`config.mk`:
```
export PLATFORM = sky130hd
export DESIGN_NAME = spike_window_classifier
export DESIGN_NICKNAME = d
export VERILOG_FILES = /design/src/rtl/snn_pkg.sv /design/src/rtl/sat_counter.sv /design/src/rtl/spike_window_classifier.sv
export SDC_FILE = /design/constraint.sdc
export NUM_CORES = 1
export LEC_CHECK = 0
export ABC_CLOCK_PERIOD_IN_PS = 3180
export CAP_MARGIN = 0
export CORE_AREA = 10 10 138 127
export CTS_CLUSTER_SIZE = 14
export DETAILED_ROUTE_END_ITERATION = 7
export DIE_AREA = 0 0 148 137
export GPL_TIMING_DRIVEN = 0
export PLACE_DENSITY = 0.83
export SYNTH_ARGS = -nofsm -noshare
export SYNTH_HDL_FRONTEND = slang
export SYNTH_SLANG_ARGS = --single-unit
```
`constraint.sdc`:
```
create_clock -name clk_i -period 3.18 [get_ports clk_i]
set_input_delay 0.954 -clock clk_i [delete_from_list [all_inputs] [get_ports clk_i]]
set_output_delay 0.954 -clock clk_i [all_outputs]
set_load 0.05 [all_outputs]
```
`src/rtl/snn_pkg.sv`:
```
// Shared definitions for the spike window readout stage: FSM states,
// default sizing and the saturation ceiling helper.
package snn_pkg;

  typedef enum logic [1:0] {
    IDLE,
    INTEGRATE,
    SCAN,
    REPORT
  } state_t;

  localparam int DEF_NUM_CH = 10;
  localparam int DEF_CNT_W  = 8;
  localparam int DEF_WIN_W  = 16;

  // Largest value a width-w unsigned counter can hold before saturating.
  function automatic logic [63:0] sat_max(input int unsigned w);
    return (64'd1 << w) - 64'd1;
  endfunction

endpackage

```
`src/rtl/sat_counter.sv`:
```
// Per-channel spike counter that clears on request and sticks at its
// maximum value instead of wrapping.
module sat_counter
  import snn_pkg::*;
#(
  parameter int CNT_W = DEF_CNT_W
) (
  input  logic             clk,
  input  logic             rst,
  input  logic             clear,
  input  logic             inc,
  output logic [CNT_W-1:0] count
);

  localparam logic [CNT_W-1:0] MAX_CNT = CNT_W'(sat_max(CNT_W));

  // Clear has priority over counting; once at the ceiling further spikes are dropped.
  always_ff @(posedge clk) begin
    if (rst || clear) begin
      count <= '0;
    end else if (inc && (count != MAX_CNT)) begin
      count <= count + 1'b1;
    end
  end

endmodule

```
`src/rtl/spike_window_classifier.sv`:
```
// Readout stage: integrates output-layer spikes per channel over a
// programmable window, then scans the counts once to pick the winning
// class, reporting its index, count and whether another channel tied it.
module spike_window_classifier
  import snn_pkg::*;
#(
  parameter  int NUM_CH = DEF_NUM_CH,
  parameter  int CNT_W  = DEF_CNT_W,
  parameter  int WIN_W  = DEF_WIN_W,
  localparam int IDX_W  = $clog2(NUM_CH)
) (
  input  logic              clk_i,
  input  logic              rst_i,
  input  logic              start_i,
  input  logic [WIN_W-1:0]  win_len_i,
  input  logic              en_i,
  input  logic [NUM_CH-1:0] spike_i,
  output logic              busy_o,
  output logic              done_o,
  output logic              valid_o,
  output logic [IDX_W-1:0]  winner_o,
  output logic [CNT_W-1:0]  winner_count_o,
  output logic              tie_o,
  input  logic [IDX_W-1:0]  rd_sel_i,
  output logic [CNT_W-1:0]  rd_count_o
);

  state_t             state;
  logic [WIN_W-1:0]   win_cnt;
  logic [IDX_W-1:0]   scan_idx;
  logic [IDX_W-1:0]   best_idx;
  logic [CNT_W-1:0]   best_cnt;
  logic               best_tie;
  logic [CNT_W-1:0]   scan_cnt;
  logic [CNT_W-1:0]   counts [NUM_CH];
  logic [NUM_CH-1:0]  count_inc;
  logic               start_ok;

  assign start_ok  = (state == IDLE) && start_i;
  assign count_inc = ((state == INTEGRATE) && en_i) ? spike_i : '0;

  for (genvar g = 0; g < NUM_CH; g++) begin : g_cnt
    sat_counter #(.CNT_W(CNT_W)) u_cnt (
      .clk   (clk_i),
      .rst   (rst_i),
      .clear (start_ok),
      .inc   (count_inc[g]),
      .count (counts[g])
    );
  end

  // Select the channel currently under scan; a loop compare avoids out-of-range indexing.
  always_comb begin
    scan_cnt = '0;
    for (int c = 0; c < NUM_CH; c++) begin
      if (scan_idx == IDX_W'(c)) scan_cnt = counts[c];
    end
  end

  // Random-access readback; unused select codes read as zero.
  always_comb begin
    rd_count_o = '0;
    for (int c = 0; c < NUM_CH; c++) begin
      if (rd_sel_i == IDX_W'(c)) rd_count_o = counts[c];
    end
  end

  // Window / scan / report sequencer with all result outputs registered.
  always_ff @(posedge clk_i) begin
    if (rst_i) begin
      state          <= IDLE;
      win_cnt        <= '0;
      scan_idx       <= '0;
      best_idx       <= '0;
      best_cnt       <= '0;
      best_tie       <= 1'b0;
      busy_o         <= 1'b0;
      done_o         <= 1'b0;
      valid_o        <= 1'b0;
      winner_o       <= '0;
      winner_count_o <= '0;
      tie_o          <= 1'b0;
    end else begin
      done_o <= 1'b0;
      case (state)
        IDLE: begin
          if (start_i) begin
            valid_o  <= 1'b0;
            tie_o    <= 1'b0;
            busy_o   <= 1'b1;
            scan_idx <= '0;
            if (win_len_i != '0) begin
              win_cnt <= win_len_i;
              state   <= INTEGRATE;
            end else begin
              state   <= SCAN;
            end
          end else begin
            busy_o <= 1'b0;
          end
        end
        INTEGRATE: begin
          if (en_i) begin
            win_cnt <= win_cnt - 1'b1;
            if (win_cnt == WIN_W'(1)) begin
              scan_idx <= '0;
              state    <= SCAN;
            end
          end
        end
        SCAN: begin
          if (scan_idx == '0) begin
            best_idx <= '0;
            best_cnt <= scan_cnt;
            best_tie <= 1'b0;
          end else if (scan_cnt > best_cnt) begin
            best_idx <= scan_idx;
            best_cnt <= scan_cnt;
            best_tie <= 1'b0;
          end else if (scan_cnt == best_cnt) begin
            best_tie <= 1'b1;
          end
          if (scan_idx == IDX_W'(NUM_CH - 1)) begin
            scan_idx <= '0;
            state    <= REPORT;
          end else begin
            scan_idx <= scan_idx + 1'b1;
          end
        end
        REPORT: begin
          winner_o       <= best_idx;
          winner_count_o <= best_cnt;
          tie_o          <= best_tie;
          done_o         <= 1'b1;
          valid_o        <= 1'b1;
          state          <= IDLE;
        end
        default: state <= IDLE;
      endcase
    end
  end

endmodule
```
# Word level (Yosys, flattened, before mapping)
# Cells that the tools add are included.
# word_totals
elab_cells	149
input_bits	34
register_bits	131
output_inout_bits	24
# classes
muxes	48
add_sub_neg	12
eq_ne	38
magnitude_cmp	1
n_reduce_logical	28
# op_table
op	n
8-bit two-way mux	22
8-bit by 1-bit adder with 8-bit output, second input constant	10
8-bit inequality test, second input constant	10
16-bit two-way mux	3
4-bit by 3-bit equality test with 1-bit output, second input constant	8
16-bit case mux with 2 select lines	1
4-bit two-way mux	6
16-bit by 1-bit equality test with 1-bit output, second input constant	1
4-bit by 2-bit equality test with 1-bit output, second input constant	4
4-bit equality test, second input constant	4
16-bit nonzero test	1
16-bit by 1-bit subtractor with 16-bit output, second input constant	1
1-bit logical AND	12
4-bit case mux with 3 select lines	1
4-bit AND reduction	3
10-bit two-way mux	1
2-bit two-way mux	5
4-bit by 1-bit equality test with 1-bit output, second input constant	2
8-bit equality test	1
8-bit greater-than comparator	1
4-bit logical NOT	2
2-bit case mux with 4 select lines	1
1-bit two-way mux	6
2-bit inequality test, second input constant	3
other kinds (10)	18

# Depth between registers and ports, before layout
# logic_depth
ltp_word	15
depth_mapped	15
ltp_nobuf	11

# Cells and area by module
# From an unflattened synthesis, not the netlist that was laid out.
# unflattened
hier_cells	1044
hier_area_um2	8534.4
# by_module_without_submodules
mod	cells_per_inst	seq_area_each_um2	instances	area_each_um2
spike_window_classifier	564	1021.0	1	4317.9
sat_counter	48	160.2	10	421.7

# Least setup slack after synthesis
# OpenSTA, ideal clock, no wires.
# synth_timing
path_type	input port to output port
start	in rd_sel_i[0]
end	out rd_count_o[6]
setup_slack_ns	-0.847
cell_stages	6
t_arrival_ns	3.073
n_path_buf	2
required_time_ns	2.226
path_cell_list	clkbuf_1 > buf_1 > nand3_1 > a21oi_1 > a211oi_1 > o31ai_1
# synth_between
elab_chain_cells	11
elab_cells_between_ends	20
classes_between	eq/ne (9); mux (10); reduce/logical (1)
# synth_lines
item	line	rtl
start: declaration	spike_window_classifier.sv:24	input logic [IDX_W-1:0] rd_sel_i,
4-bit logical NOT	spike_window_classifier.sv:64	if (rd_sel_i == IDX_W'(c)) rd_count_o = counts[c];
8-bit two-way mux (9 in a row)	spike_window_classifier.sv:64	
8-bit two-way mux *	spike_window_classifier.sv:64	
end: declaration	spike_window_classifier.sv:25	output logic [CNT_W-1:0] rd_count_o
# Mark *: on every way between the ends. The rest lies on a longest branch, timed or not.

# Worst setup path after layout
# layout_timing
start	in rd_sel_i[1]
end	out rd_count_o[5]
# Same word-level chain as after synthesis.

==> results.ini <==
[die]
die_h_um=137
row_count=42
pin_count=58
dieArea_mm2=0.0203
die_x_um=148
core_mm2=0.0146
initial_core_util=0.533

[layout]
synthToLayoutAreaGrowth_pct=26.8
final_util=0.676
stdcell_count=1278
final_common_cell=dfxtp_1
insertedDiodeCount=0
final_layout_size_suffix_gt1_frac=0.144
final-seq-area_mm2=0.00263
fill_cells=1204
final_cell_mix=128 x dfxtp_1, 119 x nor2_1, 66 x nand2_1, 54 x a21oi_1, 49 x nor3_1
multi_input_area_mm2=0.00515
layout.nets=1127

[sta]
tightest_slew_ns=0.783
whs_ns=0.474
max_freq_ghz=0.314
hold_violations=0
rsz0062_at_grt=true
setup_viol=1
timing.final.ws_setup_ns=-0.00298
slew_headroom=0.473
fin_skew_ns=0.00658
setup_tns_ns=-0.00298
period_share=1.00
period_minus_slack_ns=3.18
maxSlewViolCount=0

[clocking]
hold_buffers=0
root_buffer=clkbuf_16
clock_latency_ns=0.43
cts_buffer_depth=2
cts_tree=yes
ctsHtreeMaxLevel=4
clk_pin_slew_worst_paths_ns=0.06
cts_sinks=131
cts_buffers=17

[yosys]
synth_area_mm2=0.00778
ys_seq_area_frac=0.337
ys_seq_elements=131
synthCells=977
synth_top_flop_cell=dfxtp_1
synthesis.nets=1035
yosysWarnings=0
synth_area_per_cell_um2=7.97
synth.distinct_cells=61
synth-edff-count=0
async_flop_share=0

[worst_setup_path]
cp-end-kind=primary output
start_kind=primary input
max_stage_delay_ns=0.26
path_class=primary input to primary output
cp_cell_sequence=buf_8 -> clkbuf_8 -> mux2i_1 -> o21ai_0 -> o21ai_1 -> o22ai_1 -> o31a_2 -> buf_8
worst_ep_required_time_ns=2.23
crit_slowest_cell=o21ai_0
cp_max_fo=7
cp.arrival_ns=2.23
crit_path_frequent_cell=buf_8

[routing]
dr.pass1.iters=8
drc=0
m1WireLength_um=10600
wl_met2_um=11200
top_layer=met4
via_per_inst=6.25
drtAntennaViolNets=0
wl_met3_um=2640
wl_um=25400
vias=7987
wire_per_inst_um=19.9
drt_iter0_markers=1041

[min_path]
hold_path_class=register to register

[power]
combPwrFrac=0.338
internal_power_mw=3.82
swShare=0.365
powerDensity_mw_per_mm2=610
p_leak_nw=3.36
clkPwrFrac=0.341
netSwitchingPower_mw=2.19
seqPwrFrac=0.321
peakVddDrop_mv=0.396

[grt]
grtUsageTotal=0.246
grt_max_degree=17
grt_first_pass_wirelength_um=39800
antenna_found_initial=0
gr-total-overflow=0
grt_pass1_vias=7396

[placement]
portBuffers=56
dp_hpwl_um=17700
dp_cells=1231
gp_congestion=1.02

[job]
drv_cap=0

[run_status]
run_status=finished, violations left
violations=negative setup slack

cell families after synthesis:
kind of cell	share of synthesized area
flip-flops	0.337
multiplexers	0.0889
AO/OA/AOI/OAI	0.196
adder cells (fa/ha/maj)	0.0386
XOR/XNOR	0.0641
AND/OR/NAND/NOR	0.229
buffers and inverters	0.0460
layout make-up:
| cell class | instances | share of cell area |
|---|---|---|
| Multi-Input combinational cell | 751 | 0.522 |
| Clock inverter | 8 | 0.0128 |
| Clock buffer | 22 | 0.0491 |
| Inverter | 41 | 0.0164 |
| Tap cell | 198 | 0.0251 |
| Timing Repair Buffer | 75 | 0.0754 |
| Buffer | 52 | 0.0331 |
| Sequential cell | 131 | 0.266 |
stage by stage:
stage | worst slack, ns | power [mW] | area [µm²]
6_report | -0.00298 | 6.02 | 9870
5_1_grt | -0.0429 | 6.29 | 9870
4_1_cts | 0.00177 | 5.92 | 9650
3_5_place_dp | -1.65 | 3.80 | 8650
3_3_place_gp | -1.66 | 3.77 | 8650
2_1_floorplan | -0.126 | 3.29 | 7840
cells in the mapped netlist (4+ instances only):
master	count	area [µm²]
dfxtp_1	131	2620
nor2_1	121	454
nand2_1	68	255
a21oi_1	60	300
mux2i_1	50	500
nor3_1	50	250
xnor2_1	47	412
o21ai_0	46	230
clkbuf_1	44	165
nand3_1	44	220
inv_1	41	154
ha_1	24	300
nor2b_1	21	131
or3_1	21	131
o211ai_1	16	120
a22o_1	15	131
nand4_1	15	93.8
o22ai_1	15	93.8
mux2_2	11	124
xor2_1	10	87.6
buf_1	9	33.8
a31oi_1	8	50.1
nand2b_1	8	50.1
o21a_1	7	52.6
a211oi_1	6	45.0
a31o_2	6	52.6
nor4_1	6	37.5
o221ai_1	6	52.6
o31a_1	5	43.8
a221o_1	4	40.0
a22oi_1	4	30.0
a2bb2oi_1	4	35.0
o31ai_1	4	30.0
or4_1	4	30.0
power groups by stage:
stage               clock network, mW  registers (mW)  logic, mW
finish                           2.05            1.93       2.03
global route                     2.14            1.95       2.21
CTS                              2.06            1.93       1.93
detailed placement                  0            1.95       1.85
global placement                    0            1.95       1.83
floorplan                           0            1.93       1.36
metal layers:
| metal | up-vias | track usage |
|---|---|---|
| met1 | 3719 | 0.315 |
| met4 | 0 | 0.109 |
| met2 | 455 | 0.370 |
| met5 | - | 0 |
| li1 | 3731 | - |
| met3 | 82 | 0.0812 |
repair_timing:
action / 4_1_cts / 5_1_grt
endpoints found under the setup margin: 21 / 24
resized for setup: 156 / 52
buffers inserted: 5 / 12
cloned: 1 / 1
pin swaps: 12 / 18
registers in the layout, indices dropped and copies added, names as in the netlist, 2 cells and up:
| name | count |
|---|---|
| best_cnt | 8 |
| best_idx | 4 |
| state | 2 |
| winner_count_o | 8 |
| win_cnt | 16 |
| g_cnt.u_cnt.count | 80 |
| winner_o | 4 |
| scan_idx | 4 |
worst max-delay path, delay by kind of cell:
family,cells,cell delay (ns)
buf+inv,3,0.43
compound gates,4,0.73
mux,1,0.12
final timing paths:
path	start	endpoint	slack (ns)	depth (start not counted)
worst max-delay path	rd_sel_i[1]	rd_count_o[5]	-0.003	8
worst min-delay path	busy_o	busy_o	0.47	2
worst max register to register	scan_idx[0]	best_idx[1]	0.11	12
worst min register to register	busy_o	busy_o	0.47	2
(Power assumes the default switching activity.)
